--- src/rtl/rv32_pipe_pkg.sv ---
// Shared pipeline types for the RV32I core: forwarding select encodings and
// the per-stage destination tracking record used by the hazard controller.
package rv32_pipe_pkg;

   localparam int REG_ADDR_W = 5;

   localparam logic [1:0] FWD_RF  = 2'b00;
   localparam logic [1:0] FWD_MEM = 2'b01;
   localparam logic [1:0] FWD_WB  = 2'b10;

   typedef struct packed {
      logic                  valid;
      logic [REG_ADDR_W-1:0] rd;
      logic                  reg_write;
      logic                  is_load;
   } slot_t;

   typedef struct packed {
      logic [REG_ADDR_W-1:0] rs1;
      logic [REG_ADDR_W-1:0] rs2;
      logic                  rs1_used;
      logic                  rs2_used;
   } src_t;

   // x0 is hardwired to zero, so a write to it never produces a value to track.
   function automatic logic writes(slot_t s);
      return s.valid & s.reg_write & (s.rd != '0);
   endfunction

endpackage

--- src/rtl/sat_counter.sv ---
// Saturating up-counter: increments on i_inc and sticks at all-ones.
module sat_counter #(
   parameter int W = 16
) (
   input  logic         i_clk,
   input  logic         i_rst_n,
   input  logic         i_inc,
   output logic [W-1:0] o_count
);

   logic [W-1:0] count_q;
   logic [W-1:0] count_d;

   // NOTE: count_d gets a default before any condition, so no latch is inferred.
   always_comb begin
      count_d = count_q;
      if (i_inc && (count_q != '1)) count_d = count_q + 1'b1;
   end

   // NOTE: state registers use non-blocking assignment so every flop samples pre-edge values.
   always_ff @(posedge i_clk or negedge i_rst_n) begin
      if (!i_rst_n) count_q <= '0;
      else          count_q <= count_d;
   end

   assign o_count = count_q;

endmodule

--- src/rtl/ex_hazard_ctrl.sv ---
// Execute-stage sequencing: tracks rd of EX/MEM/WB, drives operand forwarding,
// load-use stalls and branch flushes, and counts stall/flush events.
module ex_hazard_ctrl #(
   parameter int REG_ADDR_W = rv32_pipe_pkg::REG_ADDR_W,
   parameter int CNT_W      = 16
) (
   input  logic                  i_clk,
   input  logic                  i_rst_n,
   input  logic                  i_hold,
   input  logic                  i_id_valid,
   input  logic [REG_ADDR_W-1:0] i_id_rs1,
   input  logic [REG_ADDR_W-1:0] i_id_rs2,
   input  logic                  i_id_rs1_used,
   input  logic                  i_id_rs2_used,
   input  logic [REG_ADDR_W-1:0] i_id_rd,
   input  logic                  i_id_reg_write,
   input  logic                  i_id_is_load,
   input  logic                  i_branch_taken,
   output logic                  o_stall,
   output logic                  o_flush,
   output logic [1:0]            o_fwd_a,
   output logic [1:0]            o_fwd_b,
   output logic [CNT_W-1:0]      o_stall_cnt,
   output logic [CNT_W-1:0]      o_flush_cnt
);

   import rv32_pipe_pkg::*;

   slot_t ex_q, ex_d;
   slot_t mem_q, mem_d;
   slot_t wb_q, wb_d;
   src_t  ex_src_q, ex_src_d;

   logic load_use;
   logic do_flush;
   logic do_stall;

   function automatic logic [1:0] fwd_sel(logic used, logic [REG_ADDR_W-1:0] rs);
      if (!ex_q.valid || !used)                fwd_sel = FWD_RF;
      else if (writes(mem_q) && mem_q.rd == rs) fwd_sel = FWD_MEM;
      else if (writes(wb_q) && wb_q.rd == rs)   fwd_sel = FWD_WB;
      else                                     fwd_sel = FWD_RF;
   endfunction

   always_comb begin
      load_use = writes(ex_q) & ex_q.is_load & i_id_valid &
                 ((i_id_rs1_used & (i_id_rs1 == ex_q.rd)) |
                  (i_id_rs2_used & (i_id_rs2 == ex_q.rd)));
      do_flush = !i_hold & i_branch_taken;
      do_stall = !i_hold & !i_branch_taken & load_use;
      o_stall  = i_hold | do_stall;
      o_flush  = do_flush;
      o_fwd_a  = fwd_sel(ex_src_q.rs1_used, ex_src_q.rs1);
      o_fwd_b  = fwd_sel(ex_src_q.rs2_used, ex_src_q.rs2);
   end

   always_comb begin
      ex_d     = ex_q;
      ex_src_d = ex_src_q;
      mem_d    = mem_q;
      wb_d     = wb_q;
      if (!i_hold) begin
         mem_d = ex_q;
         wb_d  = mem_q;
         if (do_flush || do_stall) begin
            ex_d.valid = 1'b0;
         end else begin
            ex_d     = '{valid: i_id_valid, rd: i_id_rd, reg_write: i_id_reg_write,
                         is_load: i_id_is_load};
            ex_src_d = '{rs1: i_id_rs1, rs2: i_id_rs2, rs1_used: i_id_rs1_used,
                         rs2_used: i_id_rs2_used};
         end
      end
   end

   // NOTE: only the valid bits matter after reset; clearing whole slots just keeps X out of the datapath.
   always_ff @(posedge i_clk or negedge i_rst_n) begin
      if (!i_rst_n) begin
         ex_q     <= '0;
         ex_src_q <= '0;
         mem_q    <= '0;
         wb_q     <= '0;
      end else begin
         ex_q     <= ex_d;
         ex_src_q <= ex_src_d;
         mem_q    <= mem_d;
         wb_q     <= wb_d;
      end
   end

   sat_counter #(.W(CNT_W)) u_stall_cnt (
      .i_clk   (i_clk),
      .i_rst_n (i_rst_n),
      .i_inc   (do_stall),
      .o_count (o_stall_cnt)
   );

   sat_counter #(.W(CNT_W)) u_flush_cnt (
      .i_clk   (i_clk),
      .i_rst_n (i_rst_n),
      .i_inc   (do_flush),
      .o_count (o_flush_cnt)
   );

endmodule

--- config.mk ---
export PLATFORM = sky130hd
export DESIGN_NAME = ex_hazard_ctrl
export DESIGN_NICKNAME = d
export VERILOG_FILES = /design/src/rtl/rv32_pipe_pkg.sv /design/src/rtl/sat_counter.sv /design/src/rtl/ex_hazard_ctrl.sv
export SDC_FILE = /design/constraint.sdc
export NUM_CORES = 1
export LEC_CHECK = 0
export CORE_UTILIZATION = 50
export CTS_BUF_LIST = sky130_fd_sc_hd__clkbuf_8
export DETAILED_ROUTE_END_ITERATION = 8
export DONT_BUFFER_PORTS = 1
export SETUP_SLACK_MARGIN = 0.3
export SLEW_MARGIN = 30
export SYNTH_ARGS = -nofsm -noshare
export SYNTH_HDL_FRONTEND = slang
export SYNTH_SLANG_ARGS = --single-unit
--- constraint.sdc ---
create_clock -name i_clk -period 2.6 [get_ports i_clk]
set_input_delay 0.13 -clock i_clk [delete_from_list [all_inputs] [get_ports i_clk]]
set_output_delay 0.13 -clock i_clk [all_outputs]
set_load 0.02 [all_outputs]
==> reports/qor.csv <==
stage,metric,value,unit
run,maxCapViolations,0,
die,io_pins,62,
finish,finalNetCount,333,
synth,synth-seq-cells,66,
synth,synth-seq-area-share,50.4,%
timing,finalHoldViolations,0,
min_path,hold_class,input pin to flop,
critical_path,crit_chain,or4_4 -> o211ai_1 -> nor4_2 -> nor3_1 -> buf_4,
synth,synth_fp_nets,297,
die,dieWidth,83.0,um
synth,syn_area,3280,um2
route,routed_wl,6.89,mm
timing,setup_slack,433,ps
synth,ys.warnings.count,0,
timing,slew_headroom,50.4,%
synth,synth-edff-count,0,
die,placementRows,29,
clock_network,cts_sinks,66,
clock_network,insertion_delay,340,ps
synth,synth_simple_gate_area_share,15.9,%
route,drc,0,
placed_design,dp_hpwl,4.74,mm
grt,grt_use_total,21.5,%
die,fp.dieH,83.0,um
clock_network,h-tree-depth,3,
timing,drv_slew,0,
synth,synth_top_flop_cell,dfrtp_1,
grt,met2_usage,31.7,%
grt,grt_use_met3,6.06,%
finish,finalNonFillerCells,388,
timing,fin_crit,2170,ps
critical_path,cp-start-kind,flop,
grt,antenna_found_initial,0,
grt,met1_usage,29.1,%
timing,worstMarginPinSlew,741,ps
critical_path,cp-end-kind,output pin,
finish,layout_common_cells,"dfrtp_1 (64), xnor2_1 (37), mux2_2 (27)",
synth,synth-xor-area-share,15.2,%
synth,synth_compound_area_share,2.10,%
power,p_per_area,703,nW/um2
critical_path,path_buf_inv,1,
synth,synth_fa_ha_area_share,0.763,%
power,power,0.00271,W
critical_path,crit_type,flop to output pin,
critical_path,crit_slowest_cell,or4_4,
power,peakVddDrop,0.451,mV
route,dr.pass1.iters,4,
timing,fin_crit_sh,83.3,%
placed_design,dpl_cell_area,3370,um2
clock_network,clock_path_buffers,2,
critical_path,worst_ep_required_time,2470,ps
die,die_area,6890,um2
grt,grt_pass1_vias,2246,
grt,grt_max_degree,67,
critical_path,slowest_delay,540,ps
critical_path,r2r_slack,430,ps
synth,synthMuxAreaShare,13.8,%
route,postRouteAntennaNets,0,
timing,max_freq,462,MHz
placed_design,dp_slack,435,ps
synth,async_reset_ff_share,100,%
placed_design,gp_congestion,0.748,
placed_design,place_inst,347,
route,drt-initial-drc-count,126,
finish,final_cell_area,3860,um2
finish,nFillCells,507,
route,vias,2192,
grt,overflow,0,
outcome,status,"complete, no violations",
clock_network,clkSlewWorstSetupHoldPaths,70,ps
timing,setup_viol,0,
critical_path,worstPathArrival,2040,ps
finish,layout-drive-gt1-share,22.8,%
die,core,6350,um2
finish,antenna_cells,0,
timing,setup_tns,0,ps
timing,rsz0062_at_grt,false,
synth,synth_cell_types,31,
route,wl_per_cell,17.8,um
route,viasPerCell,5.65,
finish,final_common_cell,dfrtp_1,
clock_network,cts_tree,yes,
synth,netlist_instances,271,
critical_path,cp_top_family,simple AND/OR/NAND/NOR gates,
synth,synth_top_family_by_area,simple AND/OR/NAND/NOR gates,
die,start_util,51.6,%
critical_path,crit_fanout,5,
placed_design,port_buffers,0,
clock_network,cts-root-buf,clkbuf_8,
grt,busiest_layer,met2,
timing,clock-skew-final,8.52,ps
clock_network,cts_made_buffers,9,
power,leakagePower,1.66,nW
grt,grt_pass1_wl,11.4,mm
finish,syn2layout_area_growth,17.8,%
synth,postSynthAreaPerCell,12.1,um2
## cells in the mapped netlist (all sizes together), types with 4 or more instances
cell | number | area [um2]
and3 | 11 | 68.8
and4 | 5 | 43.8
clkbuf | 4 | 15.0
dfrtp | 66 | 1650
mux2 | 37 | 454
nand2 | 12 | 45.0
nand3 | 19 | 95.1
nand4 | 16 | 100
nor2 | 7 | 26.3
nor3 | 5 | 25.0
nor4 | 9 | 56.3
xnor2 | 37 | 324
xor2 | 20 | 175
## report_power, final
group	leakage (nW)	total, W	switching (W)	internal (W)
sequential	0.836	0.00141	0.000244	0.00116
combinational	0.713	0.000426	0.000168	0.000258
clock	0.110	0.000881	0.000370	0.000511
total	1.66	0.00271	0.000782	0.00193
## routing by layer
metal,up-vias,share of wire (%)
met2,50,46
met4,0,2.3
met3,16,4.0
met5,-,0
met1,1069,47
li1,1057,-
## flip-flops by register name, indices dropped and copies added (netlist names)
name / cells
mem_q: 7
u_flush_cnt.o_count: 16
u_stall_cnt.o_count: 16
ex_q: 8
wb_q: 7
ex_src_q: 12
## layout make-up
| type | count | area (um2) | share of cell area, % |
|---|---|---|---|
| Sequential cell | 66 | 1650 | 42.8 |
| Multi-Input combinational cell | 196 | 1590 | 41.1 |
| Timing Repair Buffer | 32 | 315 | 8.16 |
| Clock buffer | 12 | 165 | 4.27 |
| Tap cell | 77 | 96.3 | 2.49 |
| Clock inverter | 3 | 38.8 | 1.00 |
| Inverter | 2 | 7.51 | 0.194 |
## final timing paths
check	startpoint	to	cells past startpoint
setup / recovery	mem_q[4]	o_fwd_b[1]	5
hold / removal	i_hold	ex_q[7]	2
setup reg to reg	ex_q[3]	ex_src_q[1]	6
hold reg to reg	wb_q[7]	wb_q[7]	1
max in group asynchronous	i_rst_n	mem_q[4]	2
min in group asynchronous	i_rst_n	wb_q[6]	2
## worst reg2reg max path, stage by stage, from the launching register on
cell	delay [ps]
dfrtp_1	430
or4_1	570
o211ai_2	220
inv_2	60
a21boi_2	160
buf_4	250
mux2_2	360
## logic make-up after synthesis
family                     after synthesis
and+or+nand+nor                         93
adders and majority gates                2
buffers and inverters                    9
xor gates and xnor gates                57
AOI/OAI and AO/OA                        7
DFF                                     66
muxes                                   37
## what timing repair did
action | in CTS | in global routing
setup endpoints to repair | 0 | 2
gates resized for setup | 0 | 5
buffers inserted | 0 | 3
hold buffers | 23 | 0
endpoints found under the hold margin | 100 | 0
## metrics by stage
stage / hold WS (ps) / util (%)
2_1_floorplan: -166 / -
3_3_place_gp: -164 / 53.1
3_5_place_dp: -164 / 53.1
4_1_cts: 112 / 60.2
5_1_grt: 122 / 60.8
6_report: 124 / 60.8
Power figures use the tool's default switching activity.
